--- src/rtl/sseg_scan_driver_n.sv ---
// Multiplexed N-digit seven-segment driver: shadowed value/dp, refresh timer, digit scan,
// leading-zero blanking. Anodes and segments are active-low and registered.
module sseg_scan_driver_n #(
  parameter int NUM_DIGITS  = 4,
  parameter int REFRESH_DIV = 50000,
  parameter int IDX_W       = (NUM_DIGITS > 1) ? $clog2(NUM_DIGITS) : 1
) (
  input  logic                    clk,
  input  logic                    rst,
  input  logic [4*NUM_DIGITS-1:0] value_in,
  input  logic [NUM_DIGITS-1:0]   dp_in,
  input  logic                    load,
  input  logic                    enable,
  input  logic                    blank_lz,
  output logic [NUM_DIGITS-1:0]   an,
  output logic [7:0]              sseg,
  output logic [IDX_W-1:0]        digit_idx,
  output logic                    scan_tick
);

  localparam int CNT_W = $clog2(REFRESH_DIV);

  logic [4*NUM_DIGITS-1:0] r_value;
  logic [NUM_DIGITS-1:0]   r_dp;
  logic [CNT_W-1:0]        r_cnt;
  logic [IDX_W-1:0]        r_idx;
  logic                    r_step_d;

  logic       w_tc;
  logic [3:0] w_nib;
  logic       w_dp;
  logic       w_upper_zero;
  logic       w_blank;

  function automatic logic [7:0] f_font(input logic [3:0] n);
    case (n)
      4'h0:    f_font = 8'h03;
      4'h1:    f_font = 8'h9F;
      4'h2:    f_font = 8'h25;
      4'h3:    f_font = 8'h0D;
      4'h4:    f_font = 8'h99;
      4'h5:    f_font = 8'h49;
      4'h6:    f_font = 8'h41;
      4'h7:    f_font = 8'h1F;
      4'h8:    f_font = 8'h01;
      4'h9:    f_font = 8'h09;
      4'hA:    f_font = 8'h11;
      4'hB:    f_font = 8'hC1;
      4'hC:    f_font = 8'h63;
      4'hD:    f_font = 8'h85;
      4'hE:    f_font = 8'h61;
      default: f_font = 8'h71;
    endcase
  endfunction

  assign w_tc = enable && (r_cnt == CNT_W'(REFRESH_DIV - 1));

  // Walk from the most significant digit down so w_upper_zero covers nibbles i..N-1.
  always_comb begin
    w_nib        = 4'h0;
    w_dp         = 1'b0;
    w_upper_zero = 1'b1;
    w_blank      = 1'b0;
    for (int i = NUM_DIGITS - 1; i >= 0; i--) begin
      if (r_value[4*i +: 4] != 4'h0) w_upper_zero = 1'b0;
      if (r_idx == IDX_W'(i)) begin
        w_nib   = r_value[4*i +: 4];
        w_dp    = r_dp[i];
        w_blank = (i != 0) && blank_lz && w_upper_zero && !r_dp[i];
      end
    end
  end

  always_ff @(posedge clk) begin
    if (rst) begin
      r_value   <= '0;
      r_dp      <= '0;
      r_cnt     <= '0;
      r_idx     <= '0;
      r_step_d  <= 1'b0;
      an        <= '1;
      sseg      <= 8'hFF;
      digit_idx <= '0;
      scan_tick <= 1'b0;
    end else begin
      if (load) begin
        r_value <= value_in;
        r_dp    <= dp_in;
      end
      if (enable) begin
        if (w_tc) begin
          r_cnt <= '0;
          if (r_idx == IDX_W'(NUM_DIGITS - 1)) r_idx <= '0;
          else                                 r_idx <= r_idx + IDX_W'(1);
        end else begin
          r_cnt <= r_cnt + CNT_W'(1);
        end
      end
      // Tick lines up with the first cycle the new index reaches the pins.
      r_step_d  <= w_tc;
      scan_tick <= r_step_d && enable;
      digit_idx <= r_idx;
      if (!enable || w_blank) begin
        an   <= '1;
        sseg <= 8'hFF;
      end else begin
        an   <= ~(NUM_DIGITS'(1) << r_idx);
        sseg <= f_font(w_nib) & {7'h7F, ~w_dp};
      end
    end
  end

endmodule

--- config.mk ---
export PLATFORM = sky130hd
export DESIGN_NAME = sseg_scan_driver_n
export DESIGN_NICKNAME = d
export VERILOG_FILES = /design/src/rtl/sseg_scan_driver_n.sv
export SDC_FILE = /design/constraint.sdc
export NUM_CORES = 1
export LEC_CHECK = 0
export ABC_AREA = 1
export CORE_MARGIN = 10
export CORE_UTILIZATION = 54
export DETAILED_ROUTE_END_ITERATION = 7
export GPL_TIMING_DRIVEN = 0
export PLACE_DENSITY_LB_ADDON = 0.1
export SLEW_MARGIN = 20
export SYNTH_ARGS = -nofsm -noshare
export SYNTH_HDL_FRONTEND = slang
export SYNTH_SLANG_ARGS = --single-unit
--- constraint.sdc ---
create_clock -name clk -period 2.23 [get_ports clk]
set_clock_uncertainty 0.1 [all_clocks]
set_input_delay 0.446 -clock clk [delete_from_list [all_inputs] [get_ports clk]]
set_output_delay 0.446 -clock clk [all_outputs]
set_load 0.005 [all_outputs]
==> flow_metrics.tcl, run 1 <==
set metrics [dict create \
    setup_slack_ns 0.159 \
    ctsResizeCount 3 \
    switching_share_pct 24.4 \
    area_delta_synth_final_pct 22.4 \
    hold_class "in -> reg" \
    max_freq_mhz 483 \
    yosysMostFrequentCell "nand2_1" \
    synth_common_cells "nand2_1 (82), nor2_1 (57), dfxtp_1 (54), nand3_1 (37), inv_1 (35)" \
    p_int_mw 1.44 \
    synth.top_cell.area_share_pct 39.9 \
    gr-usage-all-layers_pct 15.4 \
    dpl_cell_area_um2 3180 \
    maxCapViolations 0 \
    tightest_slew_ns 0.501 \
    ys_top_cells_by_area "dfxtp_1 (40%), nand2_1 (11%), nor2_1 (7.9%)" \
    syn_area_um2 2710 \
    root_buffer "clkbuf_8" \
    core_area_um2 4790 \
    cts_inserted_buffers 5 \
    reg2reg_setup_slack_ns 0.16 \
    rows 25 \
    cts_tree "done" \
    cts_setup_buffers 0 \
    finalWirelength_mm 6.20 \
    wl_per_cell_um 12.6 \
    relSlewSlack_pct 66.6 \
    cts-htree-levels 2 \
    dp_hpwl_mm 4.94 \
    port_buffers 38 \
    drive_above_1_share_pct 10.5 \
    clock_power_share_pct 34.9 \
    p_leak_nw 1.37 \
    routabilityCongestion 0.886 \
    status "finished, final reports clean" \
    syn-num-nets 417 \
    grt_pass1_wl_mm 10.8 \
    setup_viol 0 \
    final-instance-count-excl-fill 494 \
    n_antenna_cell 0 \
    fin_total_pwr_mw 1.91 \
    io_pins 40 \
    drt-initial-drc-count 98 \
    ys_ff_latch 54 \
    whs_ns 0.273 \
    remaining_drc_errors 0 \
    power_density_nw_per_um2 574 \
    die-area_um2 8260 \
    final.setup.tns_ns 0 \
    startpoint_type "flip-flop" \
    post-place-ws_ns -0.105 \
    yosysWarnings 0 \
    post-route-period-util_pct 92.9 \
    clkSlewWorstSetupHoldPaths_ns 0.10 \
    die_w_um 90.9 \
    combinationalPowerShare_pct 11.3 \
    clk_latency_ns 0.31 \
    cts_max_path_buffers 2 \
    drtAntennaViolNets 0 \
    vias_per_cell 5.07 \
    seq_area_frac_synth_pct 39.9 \
    antenna_found_initial 0 \
    nFillCells 416 \
    post-place-cells 486 \
    fin_area_um2 3320 \
    firstDrtPassIters 4 \
    ys.flop_type "dfxtp_1" \
    vias 2506 \
    start_util_pct 56.7 \
    grt_max_degree 18 \
    synth.avg_cell_area_um2 7.12 \
    slew_violations 0 \
    grt_overflow_total 0 \
    synth_edf_count 0 \
    fin_util_pct 69.4 \
    die_y_um 90.9 \
    clkSinkCount 54 \
    yosysUniqueCellTypes 35 \
    switchingPower_mw 0.465 \
    crit_fanout 8 \
    crit_arrival_ns 2.22 \
    final_nets 462 \
    peakVddDrop_mv 0.436 \
    hold_buffers 0 \
    syn-instance-count 381 \
    critPathKind "reg -> reg" \
    ys_async_sr_fraction_pct 0 \
    crit_path_end_kind "flip-flop" \
    sequentialPowerShare_pct 53.8 \
    hold_viol 0 \
    grt_pass1_vias 2514 \
    yosys.area.top_type "dfxtp_1" \
    worst_ep_required_time_ns 2.38 \
    layout_min_cycle_time_ns 2.07 \
]
-- power by group through the flow --
stage               sequential (mW)  combinational (mW)  clock [mW]
finish                         1.02               0.216       0.666
global route                   1.03               0.243       0.712
CTS                            1.02               0.216       0.683
detailed placement             1.05               0.215           0
global placement               1.05               0.210           0
floorplan                      1.04               0.120           0
-- registers in the layout, summed over array words and instances, names as in the netlist --
name       flops
an             4
digit_idx      2
r_cnt         16
r_dp           4
r_idx          2
r_step_d       1
r_value       16
scan_tick      1
sseg           8
-- metal layers --
metal / vias up / GRT usage [%] / routed length (um)
li1: 1325 / - / -
met1: 1119 / 16.2 / 2640
met2: 48 / 28.2 / 3210
met3: 14 / 3.82 / 220
met4: 0 / 6.40 / 130
met5: - / 0 / 0
-- worst max-delay path, cell delays in order (launching register included) --
cell,delay [ns]
dfxtp_2,0.36
inv_1,0.10
ha_1,0.19
buf_4,0.17
inv_2,0.09
nand3_1,0.14
nand2_1,0.10
o21ai_2,0.10
ha_1,0.33
o21ai_0,0.17
nand2_1,0.06
nand3_1,0.10
-- cell usage in the layout, fill, tap and decap left out, types with 2 or more instances in the layout --
cell type,n
ha_1,9
nand2_2,5
nor2_1,57
nand2_1,82
buf_6,2
nand4_1,4
o21ai_0,24
clkdlybuf4s50_1,38
nor3_1,11
dfxtp_2,2
ha_2,2
clkbuf_1,6
nor2_4,4
a21oi_2,3
inv_1,34
nor3_4,2
nand3_1,37
o21ai_2,3
clkbuf_8,5
a21oi_1,20
clkinvlp_4,2
dfxtp_1,52
inv_2,5
-- final timing paths --
| kind | from | end | depth (start not counted) |
|---|---|---|---|
| min | enable | scan_tick | 3 |
| min reg2reg | r_step_d | scan_tick | 2 |
| max reg2reg | r_idx[1] | sseg[4] | 11 |
| max | r_idx[1] | sseg[4] | 11 |
-- cell families (layout without fill, tap and decap cells) --
| group | after synthesis | in the layout | share of synthesized area [%] |
|---|---|---|---|
| AND/OR/NAND/NOR | 209 | 209 | 35.3 |
| AO/OA/AOI/OAI | 55 | 55 | 11.3 |
| flip-flops | 54 | 54 | 39.9 |
| buffers and inverters | 50 | 96 | 7.80 |
| adder cells (fa/ha/maj) | 11 | 11 | 5.08 |
| XOR/XNOR | 2 | 2 | 0.646 |
-- final cells by class --
class | instances | area, um^2 | area share, %
clock inverters | 3 | 45.0 | 1.36
plain buffers | 9 | 52.6 | 1.58
multi-input cells | 277 | 1450 | 43.6
flip-flops and latches | 54 | 1080 | 32.6
well taps | 67 | 83.8 | 2.53
inverters | 41 | 159 | 4.79
repair buffers | 38 | 380 | 11.5
clock buffers | 5 | 68.8 | 2.07
No activity file was read; power rests on OpenSTA's default activity.
==> run 2, diff against run 1 <==
- ABC_AREA: 1 -> not set
- CORE_MARGIN: 10 -> not set
- CORE_UTILIZATION: 54 -> 53
==> run 2 against run 1 <==
Compared with the run above:
- core utilization is 2.7 points higher
- sequential share of layout area is 1.3 points higher
- highest routed layer unchanged
- global-route usage is 6.5 points higher
- synthesized cell count is 30% lower
- final cell count is 26% lower
- critical endpoint unchanged
==> flow_metrics.tcl, run 2 <==
set metrics [dict create \
    status "finished, final reports clean" \
    tightest_slew_ns 0.783 \
    post-place-cells 354 \
    layout_min_cycle_time_ns 2.14 \
    crit_buf_inv 3 \
    syn_area_um2 2510 \
    start_util_pct 56.5 \
    hold_class "reg -> reg" \
    nFillCells 351 \
    worst_ep_required_time_ns 2.33 \
    grt_overflow_total 0 \
    worstHoldStart "r_step_d" \
    clkSlewWorstSetupHoldPaths_ns 0.09 \
    vias 2018 \
    fin_util_pct 72.1 \
    peakVddDrop_mv 0.332 \
    port_buffers 37 \
    clkSinkCount 54 \
    startpoint_type "flip-flop" \
    firstDrtPassIters 6 \
    seq_area_frac_synth_pct 43.1 \
    layout_commonest_cell "dfxtp_1" \
    regArea_um2 1090 \
    crit_fanout 10 \
    critical-path-max-stage-delay_ns 0.34 \
    crit_chain "buf_4 > ha_4 > buf_8 > nor3b_2 > a221oi_4 > inv_2 > ha_4 > nor2_2 > a211oi_2 > o21ai_2" \
    root_buffer "clkbuf_8" \
    crit_path_end_kind "flip-flop" \
    drtAntennaViolNets 0 \
    drt-initial-drc-count 129 \
    cpMaxStageDelayCell "dfxtp_2" \
    grt_busiest_layer "met2" \
    whs_ns 0.338 \
    finalWirelength_mm 5.18 \
    multi_input_area_um2 1430 \
    die_w_um 70.8 \
    core_area_um2 4440 \
    final.setup.tns_ns 0 \
    max_freq_mhz 466 \
    final_cell_mix "dfxtp_1 (52), nor2_1 (42), clkdlybuf4s50_1 (37)" \
    use_met2_pct 37.7 \
    reg_top3 "r_cnt (16), r_value (16), sseg (8)" \
    p_leak_nw 1.22 \
    cts_inserted_buffers 5 \
    gr-usage-met1_pct 27.4 \
    remaining_drc_errors 0 \
    syn-instance-count 265 \
    reg2reg_setup_slack_ns 0.09 \
    drive_above_1_share_pct 16.8 \
    gr-usage-all-layers_pct 21.9 \
    reg2reg_depth 10 \
    fin_total_pwr_mw 1.77 \
    rows 24 \
    hold_viol 0 \
    r2r-end "sseg[4]" \
    power_density_nw_per_um2 552 \
    crit_arrival_ns 2.24 \
    yosysWarnings 0 \
    die-area_um2 5010 \
    synth_common_cells "dfxtp_1 (54), nor2_1 (43), nand2_1 (25), mux2i_1 (24)" \
    post-route-period-util_pct 96.2 \
    grt_pass1_vias 1896 \
    area_delta_synth_final_pct 27.7 \
    path_depth 10 \
    min_path_cells 1 \
    syn-num-nets 301 \
    routabilityCongestion 0.798 \
    wl_per_cell_um 14.1 \
    setup_viol 0 \
    antenna_found_initial 0 \
    final_nets 352 \
    rsz0062_at_grt "yes" \
    yosysMostFrequentCell "dfxtp_1" \
    n_antenna_cell 0 \
    critPathKind "reg -> reg" \
    die_y_um 70.8 \
    synth_edf_count 0 \
    use_met3_pct 3.85 \
    dp_hpwl_mm 3.65 \
    clk_latency_ns 0.30 \
    synth.top_cell.area_share_pct 43.1 \
    ys_ff_latch 54 \
    vias_per_cell 5.50 \
    yosys.area.top_type "dfxtp_1" \
    relSlewSlack_pct 47.8 \
    synth.avg_cell_area_um2 9.47 \
    cts_tree "done" \
    cts_max_path_buffers 2 \
    io_pins 40 \
    grt_pass1_wl_mm 8.61 \
    ys.flop_type "dfxtp_1" \
    final-instance-count-excl-fill 367 \
    reg2reg_from "r_idx[0]" \
    yosysUniqueCellTypes 50 \
    hold_buffers 0 \
    maxCapViolations 0 \
    min_to "scan_tick" \
    crit_top_cell "ha_4" \
    cts-htree-levels 2 \
    slew_violations 0 \
    grt_max_degree 15 \
    cpLargestDelayFamily "compound AO/OA/AOI/OAI gates" \
    ys_async_sr_fraction_pct 0 \
    ys_top_cells_by_area "dfxtp_1 (43%), mux2i_1 (9.6%), nor2_1 (6.4%)" \
]
run 2: stage by stage:
stage	cell area (um^2)	worst slack (ns)
after floorplan	2530	0.00373
after global placement	2960	-0.175
after detailed placement	2960	-0.217
after CTS	3120	0.0126
after global routing	3200	-0.0378
final	3200	0.0851
run 2: layout make-up:
class	instances	share of cell area, %
Multi-Input combinational cell	193	44.6
Buffer	12	2.89
Clock buffer	6	2.58
Sequential cell	54	33.9
Tap cell	52	2.03
Inverter	6	0.781
Timing Repair Buffer	44	13.2
run 2: kinds of logic after synthesis:
family,after synthesis,synth area share [%]
AOI/OAI and AO/OA,27,9.42
xor gates and xnor gates,14,4.89
adders and majority gates,11,5.48
buffers and inverters,18,3.99
DFF,54,43.1
muxes,24,9.57
and+or+nand+nor,117,23.6
run 2: power breakdown:
group / internal [mW] / switching [mW] / leakage [nW] / total (mW)
Clock: 0.240 / 0.300 / 0.0431 / 0.540
Sequential: 0.996 / 0.0233 / 0.443 / 1.02
Combinational: 0.116 / 0.0935 / 0.736 / 0.209
Total: 1.35 / 0.417 / 1.22 / 1.77
run 2: worst reg2reg max path, stage by stage, from the launching register on:
cell      delay, ns
dfxtp_2        0.34
buf_4          0.16
ha_4           0.16
buf_8          0.14
nor3b_2        0.17
a221oi_4       0.29
inv_2          0.12
ha_4           0.29
nor2_2         0.04
a211oi_2       0.17
o21ai_2        0.06
run 2: how the worst max path moves through the flow:
stage	from	to
4_1_cts	r_idx[0]	sseg[4]
6_report	r_idx[0]	sseg[4]
5_1_grt	r_idx[0]	sseg[4]
3_3_place_gp	r_idx[0]	sseg[4]
3_5_place_dp	r_idx[0]	sseg[4]
2_1_floorplan	r_idx[0]	sseg[4]
run 2: repair_timing:
action                                  4_1_cts  5_1_grt
cloned                                        0        0
pin swaps                                     4        5
endpoints found under the setup margin        7        6
gates resized for setup                      13       12
buffers inserted                              3        4
hold endpoints to repair                      0        0
run 2: routing by layer:
metal  part of all wire (%)  wire (um)
met1                     46       2380
met2                     49       2530
met3                    3.5        181
met4                    1.6         82
met5                      0          0
